`config.mk`:
```
export PLATFORM = sky130hd
export DESIGN_NAME = apb_master_ctrl_flat
export DESIGN_NICKNAME = d
export VERILOG_FILES = /design/src/rtl/apb_ctrl_pkg.sv /design/src/rtl/apb_master_ctrl_if.sv /design/src/rtl/apb_rr_arbiter.sv /design/src/rtl/apb_master_ctrl.sv /design/src/flat_wrapper.sv
export SDC_FILE = /design/constraint.sdc
export NUM_CORES = 1
export LEC_CHECK = 0
export BUFFER_PORTS_ARGS = -buffer_cell sky130_fd_sc_hd__buf_4
export CAP_MARGIN = 10
export CORE_AREA = 2 2 106 108
export DETAILED_ROUTE_END_ITERATION = 8
export DIE_AREA = 0 0 108 110
export PLACE_DENSITY = 0.89
export SLEW_MARGIN = 20
export SYNTH_ARGS = -nofsm -noshare
export SYNTH_HDL_FRONTEND = slang
export SYNTH_SLANG_ARGS = --single-unit
```
`constraint.sdc`:
```
create_clock -name Hclk -period 15.1 [get_ports Hclk]
set_input_delay 3.02 -clock Hclk [delete_from_list [all_inputs] [get_ports Hclk]]
set_output_delay 3.02 -clock Hclk [all_outputs]
set_load 0.02 [all_outputs]
```
`src/rtl/apb_ctrl_pkg.sv`:
```
// Shared types, slave address map and decode helper for the APB master sequencer.
package apb_ctrl_pkg;

  typedef enum logic [1:0] {
    ST_IDLE   = 2'd0,
    ST_SETUP  = 2'd1,
    ST_ACCESS = 2'd2,
    ST_ERR    = 2'd3
  } state_e;

  localparam logic [31:0] SLV0_BASE  = 32'h8000_0000;
  localparam logic [31:0] SLV0_LIMIT = 32'h83FF_FFFF;
  localparam logic [31:0] SLV1_BASE  = 32'h8400_0000;
  localparam logic [31:0] SLV1_LIMIT = 32'h87FF_FFFF;
  localparam logic [31:0] SLV2_BASE  = 32'h8800_0000;
  localparam logic [31:0] SLV2_LIMIT = 32'h8BFF_FFFF;

  localparam logic [2:0] PSEL_NONE = 3'b000;
  localparam logic [2:0] PSEL_S0   = 3'b001;
  localparam logic [2:0] PSEL_S1   = 3'b010;
  localparam logic [2:0] PSEL_S2   = 3'b100;

  // Returns the one-hot slave select; PSEL_NONE marks an out-of-map address.
  function automatic logic [2:0] decode_psel(input logic [31:0] addr);
    if (addr >= SLV0_BASE && addr <= SLV0_LIMIT) return PSEL_S0;
    if (addr >= SLV1_BASE && addr <= SLV1_LIMIT) return PSEL_S1;
    if (addr >= SLV2_BASE && addr <= SLV2_LIMIT) return PSEL_S2;
    return PSEL_NONE;
  endfunction

endpackage

```
`src/rtl/apb_master_ctrl_if.sv`:
```
// Requester command/response and APB bus signals of the APB master sequencer.
interface apb_master_ctrl_if #(
  parameter int ADDR_W = 32,
  parameter int DATA_W = 32
);
  logic              req0_valid, req1_valid;
  logic              req0_write, req1_write;
  logic [ADDR_W-1:0] req0_addr,  req1_addr;
  logic [DATA_W-1:0] req0_wdata, req1_wdata;
  logic              req0_ready, req1_ready;

  logic              rsp_valid;
  logic              rsp_id;
  logic              rsp_err;
  logic [DATA_W-1:0] rsp_rdata;

  logic              penable;
  logic              pwrite;
  logic [2:0]        pselx;
  logic [ADDR_W-1:0] paddr;
  logic [DATA_W-1:0] pwdata;
  logic [DATA_W-1:0] prdata;
  logic              pready;

  // The sequencer itself: owns the APB outputs and the requester responses.
  modport master (
    input  req0_valid, req1_valid, req0_write, req1_write,
           req0_addr, req1_addr, req0_wdata, req1_wdata, prdata, pready,
    output req0_ready, req1_ready, rsp_valid, rsp_id, rsp_err, rsp_rdata,
           penable, pwrite, pselx, paddr, pwdata
  );

  modport slave (
    output req0_valid, req1_valid, req0_write, req1_write,
           req0_addr, req1_addr, req0_wdata, req1_wdata, prdata, pready,
    input  req0_ready, req1_ready, rsp_valid, rsp_id, rsp_err, rsp_rdata,
           penable, pwrite, pselx, paddr, pwdata
  );
endinterface

```
`src/rtl/apb_rr_arbiter.sv`:
```
// Two-way round-robin arbiter; the requester not granted last wins a contention.
module apb_rr_arbiter (
  input  logic       Hclk,
  input  logic       Hreset,
  input  logic [1:0] req,
  input  logic       accept,
  output logic [1:0] grant
);

  logic last_grant_q;

  // NOTE: every combinational output gets a default first so no latch is inferred.
  always_comb begin
    grant = 2'b00;
    unique case (req)
      2'b01:   grant = 2'b01;
      2'b10:   grant = 2'b10;
      2'b11:   grant = last_grant_q ? 2'b01 : 2'b10;
      default: grant = 2'b00;
    endcase
  end

  // NOTE: sequential state uses non-blocking assignments only.
  always_ff @(posedge Hclk) begin
    if (Hreset)                last_grant_q <= 1'b1;
    else if (accept && |grant) last_grant_q <= grant[1];
  end

endmodule

```
`src/rtl/apb_master_ctrl.sv`:
```
// APB master sequencer sharing one APB port between two requesters.
// Optional feature: define APB_PREADY_EN for pready wait states with a TIMEOUT abort.
module apb_master_ctrl
  import apb_ctrl_pkg::*;
#(
  parameter int ADDR_W  = 32,
  parameter int DATA_W  = 32,
  parameter int TIMEOUT = 16
) (
  input  logic              Hclk,
  input  logic              Hreset,
  apb_master_ctrl_if.master bus
);

  state_e            state_q, state_d;
  logic [1:0]        req, grant;
  logic              accept;
  logic              sel_id, sel_write;
  logic [ADDR_W-1:0] sel_addr;
  logic [DATA_W-1:0] sel_wdata;
  logic [2:0]        sel_psel;

  logic              cmd_id_q, cmd_write_q;
  logic [ADDR_W-1:0] cmd_addr_q;
  logic [DATA_W-1:0] cmd_wdata_q;
  logic [2:0]        cmd_psel_q;

  logic              xfer_done, xfer_abort, rsp_done, rsp_fail;
  logic              rsp_valid_q, rsp_id_q, rsp_err_q;
  logic [DATA_W-1:0] rsp_rdata_q;

  // Requests are only visible to the arbiter while idle and out of reset.
  assign req = (state_q == ST_IDLE && !Hreset) ? {bus.req1_valid, bus.req0_valid} : 2'b00;

  apb_rr_arbiter u_arb (
    .Hclk   (Hclk),
    .Hreset (Hreset),
    .req    (req),
    .accept (accept),
    .grant  (grant)
  );

  assign accept         = |grant;
  assign bus.req0_ready = grant[0];
  assign bus.req1_ready = grant[1];

  assign sel_id    = grant[1];
  assign sel_write = sel_id ? bus.req1_write : bus.req0_write;
  assign sel_addr  = sel_id ? bus.req1_addr  : bus.req0_addr;
  assign sel_wdata = sel_id ? bus.req1_wdata : bus.req0_wdata;
  assign sel_psel  = decode_psel(32'(sel_addr));

  // NOTE: the command latch carries no reset; it is only observed in SETUP/ACCESS/ERR.
  always_ff @(posedge Hclk) begin
    if (accept) begin
      cmd_id_q    <= sel_id;
      cmd_write_q <= sel_write;
      cmd_addr_q  <= sel_addr;
      cmd_wdata_q <= sel_wdata;
      cmd_psel_q  <= sel_psel;
    end
  end

`ifdef APB_PREADY_EN
  localparam int CNT_W = $clog2(TIMEOUT + 1);
  logic [CNT_W-1:0] wait_cnt_q;

  always_ff @(posedge Hclk) begin
    if (Hreset)                                   wait_cnt_q <= '0;
    else if (state_q == ST_SETUP)                 wait_cnt_q <= '0;
    else if (state_q == ST_ACCESS && !bus.pready) wait_cnt_q <= wait_cnt_q + CNT_W'(1);
  end

  assign xfer_done  = bus.pready;
  assign xfer_abort = !bus.pready && (wait_cnt_q == CNT_W'(TIMEOUT - 1));
`else
  logic pready_unused;
  assign pready_unused = bus.pready;
  assign xfer_done     = 1'b1;
  assign xfer_abort    = 1'b0;
`endif

  always_ff @(posedge Hclk) begin
    if (Hreset) state_q <= ST_IDLE;
    else        state_q <= state_d;
  end

  always_comb begin
    state_d     = state_q;
    bus.penable = 1'b0;
    bus.pwrite  = 1'b0;
    bus.pselx   = PSEL_NONE;
    bus.paddr   = '0;
    bus.pwdata  = '0;
    rsp_done    = 1'b0;
    rsp_fail    = 1'b0;

    if (state_q == ST_SETUP || state_q == ST_ACCESS) begin
      bus.pwrite = cmd_write_q;
      bus.pselx  = cmd_psel_q;
      bus.paddr  = cmd_addr_q;
      bus.pwdata = cmd_wdata_q;
    end

    unique case (state_q)
      ST_IDLE: begin
        if (accept) state_d = (sel_psel == PSEL_NONE) ? ST_ERR : ST_SETUP;
      end
      ST_SETUP: state_d = ST_ACCESS;
      ST_ACCESS: begin
        bus.penable = 1'b1;
        if (xfer_done) begin
          state_d  = ST_IDLE;
          rsp_done = 1'b1;
        end else if (xfer_abort) begin
          state_d  = ST_IDLE;
          rsp_done = 1'b1;
          rsp_fail = 1'b1;
        end
      end
      ST_ERR: begin
        state_d  = ST_IDLE;
        rsp_done = 1'b1;
        rsp_fail = 1'b1;
      end
      default: state_d = ST_IDLE;
    endcase
  end

  // Response fields are zero whenever no completion is being reported.
  always_ff @(posedge Hclk) begin
    if (Hreset) begin
      rsp_valid_q <= 1'b0;
      rsp_id_q    <= 1'b0;
      rsp_err_q   <= 1'b0;
      rsp_rdata_q <= '0;
    end else begin
      rsp_valid_q <= rsp_done;
      rsp_id_q    <= rsp_done & cmd_id_q;
      rsp_err_q   <= rsp_fail;
      rsp_rdata_q <= (rsp_done && !rsp_fail && !cmd_write_q) ? bus.prdata : '0;
    end
  end

  assign bus.rsp_valid = rsp_valid_q;
  assign bus.rsp_id    = rsp_id_q;
  assign bus.rsp_err   = rsp_err_q;
  assign bus.rsp_rdata = rsp_rdata_q;

endmodule
```
`src/flat_wrapper.sv`:
```
// flat-port wrapper written by rule: the top's interface ports become plain ports
module apb_master_ctrl_flat import apb_ctrl_pkg::*;
#(
  parameter int ADDR_W  = 32,
  parameter int DATA_W  = 32,
  parameter int TIMEOUT = 16
)
  (Hclk, Hreset, bus_req0_valid, bus_req1_valid, bus_req0_write, bus_req1_write, bus_req0_addr, bus_req1_addr, bus_req0_wdata, bus_req1_wdata, bus_prdata, bus_pready, bus_req0_ready, bus_req1_ready, bus_rsp_valid, bus_rsp_id, bus_rsp_err, bus_rsp_rdata, bus_penable, bus_pwrite, bus_pselx, bus_paddr, bus_pwdata);
  apb_master_ctrl_if #(.ADDR_W(ADDR_W), .DATA_W(DATA_W)) bus_i ();
  input  logic Hclk;
  input  logic Hreset;
  input wire logic [$bits(bus_i.req0_valid)-1:0] bus_req0_valid;
  input wire logic [$bits(bus_i.req1_valid)-1:0] bus_req1_valid;
  input wire logic [$bits(bus_i.req0_write)-1:0] bus_req0_write;
  input wire logic [$bits(bus_i.req1_write)-1:0] bus_req1_write;
  input wire logic [$bits(bus_i.req0_addr)-1:0] bus_req0_addr;
  input wire logic [$bits(bus_i.req1_addr)-1:0] bus_req1_addr;
  input wire logic [$bits(bus_i.req0_wdata)-1:0] bus_req0_wdata;
  input wire logic [$bits(bus_i.req1_wdata)-1:0] bus_req1_wdata;
  input wire logic [$bits(bus_i.prdata)-1:0] bus_prdata;
  input wire logic [$bits(bus_i.pready)-1:0] bus_pready;
  output wire logic [$bits(bus_i.req0_ready)-1:0] bus_req0_ready;
  output wire logic [$bits(bus_i.req1_ready)-1:0] bus_req1_ready;
  output wire logic [$bits(bus_i.rsp_valid)-1:0] bus_rsp_valid;
  output wire logic [$bits(bus_i.rsp_id)-1:0] bus_rsp_id;
  output wire logic [$bits(bus_i.rsp_err)-1:0] bus_rsp_err;
  output wire logic [$bits(bus_i.rsp_rdata)-1:0] bus_rsp_rdata;
  output wire logic [$bits(bus_i.penable)-1:0] bus_penable;
  output wire logic [$bits(bus_i.pwrite)-1:0] bus_pwrite;
  output wire logic [$bits(bus_i.pselx)-1:0] bus_pselx;
  output wire logic [$bits(bus_i.paddr)-1:0] bus_paddr;
  output wire logic [$bits(bus_i.pwdata)-1:0] bus_pwdata;
  assign bus_i.req0_valid = bus_req0_valid;
  assign bus_i.req1_valid = bus_req1_valid;
  assign bus_i.req0_write = bus_req0_write;
  assign bus_i.req1_write = bus_req1_write;
  assign bus_i.req0_addr = bus_req0_addr;
  assign bus_i.req1_addr = bus_req1_addr;
  assign bus_i.req0_wdata = bus_req0_wdata;
  assign bus_i.req1_wdata = bus_req1_wdata;
  assign bus_i.prdata = bus_prdata;
  assign bus_i.pready = bus_pready;
  assign bus_req0_ready = bus_i.req0_ready;
  assign bus_req1_ready = bus_i.req1_ready;
  assign bus_rsp_valid = bus_i.rsp_valid;
  assign bus_rsp_id = bus_i.rsp_id;
  assign bus_rsp_err = bus_i.rsp_err;
  assign bus_rsp_rdata = bus_i.rsp_rdata;
  assign bus_penable = bus_i.penable;
  assign bus_pwrite = bus_i.pwrite;
  assign bus_pselx = bus_i.pselx;
  assign bus_paddr = bus_i.paddr;
  assign bus_pwdata = bus_i.pwdata;
  apb_master_ctrl #(.ADDR_W(ADDR_W), .DATA_W(DATA_W), .TIMEOUT(TIMEOUT)) u_core (.Hclk(Hclk), .Hreset(Hreset), .bus(bus_i));
endmodule
```
After elaboration in Yosys (flattened, before gate mapping)
Cells that the tools add are included.

Register bits after elaboration: 107. Input bits: 167. Output and inout bits: 106. Logic and storage cells: 69.

Magnitude comparators: 6. Equal/unequal tests: 7. Mux-type cells: 28. Bitwise gates (word level): 2. Reductions and logical operators: 15.

Operator list (count): $mux 32 (4); $ge 32x32->1 const B (3); $le 32x32->1 const B (3); $mux 3 (7); $pmux 2 s3 (2); $mux 1 (11); $eq 2x2->1 const B (4); $mux 2 (4); $logic_and 1x1->1 (6); $reduce_or 2->1 (3); $eq 2x1->1 const B (2); $logic_not 1->1 (3); $logic_not 3->1 (1); $logic_not 2->1 (1); $ne 2x2->1 const B (1); $and 1x1->1 (1); $logic_or 1x1->1 (1); $not 1->1 (1).

Logic depth before layout (Yosys ltp)
Word-level depth: 19. Gate-level depth with buffers: 9. Mapped depth without buffers: 7.

Cells and area by module
A second synthesis with hierarchy kept.

Cell total of the unflattened synthesis: 329. Area, all modules: 4570.6 um^2.

By module, submodules not included: apb_master_ctrl (times used 1, cells each 322, area an instance 4509.3 um^2, sequential area each 2812.7 um^2); apb_rr_arbiter (times used 1, cells each 7, area an instance 61.3 um^2, sequential area each 20.0 um^2).

Least setup slack after synthesis
Ideal clock, no wire load.

Path kind: input -> output. Start point: input port bus_req0_valid. End point: output port bus_req1_ready. Data arrival time: 3.861 ns. Path slack: 8.219 ns. Stages on the path: 5. Buffers on the path: 2. Cells stage by stage: and2_1 > or2_1 > buf_6 > buf_2 > inv_1.

Cells in the longest elaborated chain, start to end: 3. Elaborated cells on any way between the ends: 5. Those cells by class: eq/ne (3); mux (2).

Ends and longest elaborated chain: start, declared (line flat_wrapper.sv:12) `input wire logic [$bits(bus_i.req0_valid)-1:0] bus_req0_valid;`; $mux 2 (*) (line apb_master_ctrl.sv:33) `assign req = (state_q == ST_IDLE && !Hreset) ? {bus.req1_valid, bus.req0_valid} : 2'b00;`; $eq 2x2->1 / $eq 2x1->1 (equally long branches) (line apb_rr_arbiter.sv:15) `unique case (req)`; $pmux 2 s3 (*) (line apb_rr_arbiter.sv:15); end, declared (line flat_wrapper.sv:23) `output wire logic [$bits(bus_i.req1_ready)-1:0] bus_req1_ready;`.

Every way passes the cells marked *; elsewhere a longest branch is shown, timed or not.

Worst setup path after layout
Start point: input port Hreset. End point: output port bus_req1_ready.

Cells in the longest elaborated chain, start to end: 5. Elaborated cells on any way between the ends: 7. Those cells by class: eq/ne (3); mux (2); reduce/logical (2).

Ends and longest elaborated chain: start, declared (line flat_wrapper.sv:11) `input logic Hreset;`; $logic_not 1->1 (*) (line apb_master_ctrl.sv:33); $logic_and 1x1->1 (*) (line apb_master_ctrl.sv:33); $mux 2 (*) (line apb_master_ctrl.sv:33); $eq 2x2->1 / $eq 2x1->1 (equally long branches) (line apb_rr_arbiter.sv:15); $pmux 2 s3 (*) (line apb_rr_arbiter.sv:15).

Marks and branches as above.

==> results.md <==
- Result of the run: finished clean
- Core Box Area: roughly 11,000 µm²
- Top cells by area, synth: sky130_fd_sc_hd__edfxtp_1 43%, sky130_fd_sc_hd__dfxtp_1 16%, sky130_fd_sc_hd__and2_1 13%, sky130_fd_sc_hd__mux2_4 9.4%, sky130_fd_sc_hd__mux2_2 8.3%
- Endpoint class of the critical path: primary output
- Rows: 38
- Layout cell share with drive strength beyond 1: 59.0%
- Seq/Total Area, Yosys: ~59%
- Setup Viol. Count Final: 0
- Max Fanout on Critical Path: 9
- Number of remaining DRC errors: 0
- All-Layer GR Usage: 19.2%
- Routed via count: between 3,000 and 4,000
- Total CTS buffers: 9
- Setup repair after global routing missed its margin: no
- Final weighted congestion in routability-driven placement: 0.746
- CTS tree: done
- Post-CTS setup-driven buffer insertion count: 0
- Floorplan die height: 110 µm
- Largest net degree at the start of global routing: ~70
- DP Cell Count: 732
- Library cell with the largest summed area after synthesis: sky130_fd_sc_hd__edfxtp_1
- Most Crowded Layer GR: met2
- Port bufs: 271
- Design Area, Final: just over 7000 µm²
- Worst path required time: about 12 ns
- Count of hold-fix buffers inserted at cts: 0
- Routed wire length: 11.8 mm
- Residual overflow from global routing: 0
- Number of max-capacitance violations reported: 0
- Area taken by multi-input logic gates: between 1500 and 2000 µm²
- Final-report max-slew violation count: 0
- Fmax: 147 MHz
- Layout-stage area growth over the synthesis result: 48.0%
- Distinct cell type count of the synthesized netlist: 29
- # IOs: between 200 and 300
- Worst min-delay path category: reg -> reg
- Ant diodes: 0
- Leakage: 3.31 nW
- Detailed-route wire length per cell: 15.8 µm
- Clock-pin slew on the worst setup and hold paths: about 0.1 ns
- Post-route clock period utilization: 45.2%
- Critical path data arrival time: about 3.8 ns
- Global-route wire length before repair: between 15 and 20 mm
- Cell area after placement: between 6000 and 7000 µm²
- Worst-case headroom to the max-slew limit: a little over a quarter
- # H-tree levels: 3
- Fillcell total: 756
- Combined flip-flop and latch cell area: 2830 µm²
- Count of yosys warnings during synthesis: 0
- Initial DRT Pass Iterations: 6
- Net count after synthesis: between 500 and 600
- Clock latency at the later pin of the worst-skew pair: 0.36 ns
- Max rail drop VDD: approximately 0.00011 V
- Power density cells: approximately 150 nW/µm²
- Classification of the worst setup path: in -> out
- Die Footprint: roughly 12,000 µm²
- CTS sink cnt: 107
- CP startpoint kind: input pin
- Syn Area/Cell: around 14 µm²
- Post-detail-place hpwl: between 9 and 10 mm
- Final hold vios: 0
- Met1 usage in global routing: about a fifth
- Final Instance Count excl. Fillers: between 700 and 800
- Number of gates resized after cts: 0
- X dimension of the die: about 110 µm
- Worst setup skew after layout: between 0.01 and 0.015 ns
- Starting utilization of the core area: between 40 and 50%
- Number of antenna violations at the first check in global routing: 0
- Vias in the first global route: 3,592
- Met3 global-route usage: between 6 and 7%
- Clock period minus final worst setup slack: 6.82 ns
- Synthesis-stage register bit count: about 110
- Actual transition at the worst max-transition pin: between 1 and 1.5 ns
- Number of flops mapped to enable cells by yosys: just under 70
- Maximum clock insertion buffer count: 2
- Setup TNS Final: 0 ns
- Area of the mapped netlist: approximately 4800 µm²
- Met2 usage: a little over a third
- Area share of the leading cell type in the synthesized netlist: 43.4%
- Post-synthesis instance total: 337
- Final nets: 776
- DRT iter0 DRCs: 137
- Async SR Flop Fraction: 0%
- Root Driver: sky130_fd_sc_hd__clkbuf_8
- Antenna violation net count after detailed routing: 0
- Vias per cell: 4.60
- Predominant post-synthesis flop cell: sky130_fd_sc_hd__edfxtp_1
-- cell usage in the layout (no fill, tap or decap), types with 5 or more instances in the layout --
cell type	instances
sky130_fd_sc_hd__edfxtp_1	69
sky130_fd_sc_hd__mux2_4	30
sky130_fd_sc_hd__buf_4	273
sky130_fd_sc_hd__inv_1	5
sky130_fd_sc_hd__ha_1	5
sky130_fd_sc_hd__mux2_2	35
sky130_fd_sc_hd__clkbuf_8	10
sky130_fd_sc_hd__nor2_1	7
sky130_fd_sc_hd__and2_1	102
sky130_fd_sc_hd__dfxtp_1	38
-- metrics by stage --
step	util [%]	hold WS [ns]	total power [mW]	setup slack (ns)
after floorplan	-	0.420	0.706	8.22
after global placement	64.2	0.461	0.921	8.30
after detailed placement	64.3	0.464	0.935	8.29
after CTS	66.0	0.486	1.10	8.28
after global routing	66.0	0.501	1.15	8.24
final	66.0	0.487	1.09	8.28
-- Yosys cell counts (2+ instances only) --
| master | number |
|---|---|
| sky130_fd_sc_hd__mux2_2 | 35 |
| sky130_fd_sc_hd__buf_12 | 4 |
| sky130_fd_sc_hd__mux2_4 | 30 |
| sky130_fd_sc_hd__nor2b_1 | 3 |
| sky130_fd_sc_hd__ha_1 | 6 |
| sky130_fd_sc_hd__nor4b_1 | 2 |
| sky130_fd_sc_hd__nand2_1 | 4 |
| sky130_fd_sc_hd__clkbuf_1 | 10 |
| sky130_fd_sc_hd__nor2_1 | 7 |
| sky130_fd_sc_hd__o211ai_1 | 2 |
| sky130_fd_sc_hd__a21oi_1 | 2 |
| sky130_fd_sc_hd__inv_1 | 5 |
| sky130_fd_sc_hd__and2b_1 | 2 |
| sky130_fd_sc_hd__buf_2 | 3 |
| sky130_fd_sc_hd__mux2i_1 | 2 |
| sky130_fd_sc_hd__edfxtp_1 | 69 |
| sky130_fd_sc_hd__and2_1 | 102 |
| sky130_fd_sc_hd__dfxtp_1 | 38 |
-- layout make-up --
type | count | share of cell area, %
sequential | 107 | 40.1
timing repair buffer | 273 | 29.0
multi-input combinational | 207 | 25.5
tap | 140 | 2.48
clock buffer | 12 | 2.36
clock inverter | 4 | 0.301
inverter | 5 | 0.266
-- logic make-up after synthesis --
kind of cell	after synthesis	synth area share, %
and+or+nand+nor	126	16.1
DFF	107	59.3
muxes	68	18.6
buffers and inverters	23	3.41
AOI/OAI and AO/OA	7	0.944
adders and majority gates	6	1.57
-- path summary, 6_finish.rpt --
check,from,end,slack [ns],depth (start not counted)
hold / removal,u_core.cmd_id_q,u_core.bus.rsp_id,0.49,1
hold reg to reg,u_core.cmd_id_q,u_core.bus.rsp_id,0.49,1
setup reg to reg,u_core.state_q[1],u_core.cmd_psel_q[2],12.46,7
setup / recovery,Hreset,bus_req1_ready,8.28,5
-- where the power goes --
| part | leakage [nW] | switching (mW) | internal, mW | total, mW |
|---|---|---|---|---|
| Clock | 0.102 | 0.0916 | 0.0740 | 0.166 |
| Sequential | 0.953 | 0.0128 | 0.369 | 0.382 |
| Combinational | 2.25 | 0.297 | 0.243 | 0.540 |
-- metal layers --
layer | vias to the layer above | routed length (µm)
met2 | 181 | 6310
met3 | 19 | 1180
met4 | 0 | 257
met5 | - | 0
met1 | 1556 | 4080
li1 | 1684 | -
-- worst max-delay path, stage by stage --
cell and delay (ns):
sky130_fd_sc_hd__buf_4 0.15, sky130_fd_sc_hd__nand3b_1 0.18, sky130_fd_sc_hd__or2_4 0.25, sky130_fd_sc_hd__inv_1 0.07, sky130_fd_sc_hd__buf_4 0.14
-- flip-flops by register name (all words and copies together) (netlist names) --
signal / flops
u_core.bus.rsp_err: 1
u_core.u_arb.last_grant_q: 1
u_core.cmd_wdata_q: 32
u_core.bus.rsp_rdata: 32
u_core.cmd_write_q: 1
u_core.cmd_addr_q: 32
u_core.cmd_id_q: 1
u_core.bus.rsp_id: 1
u_core.cmd_psel_q: 3
u_core.state_q: 2
u_core.bus.rsp_valid: 1
Power figures use the tool's default switching activity.
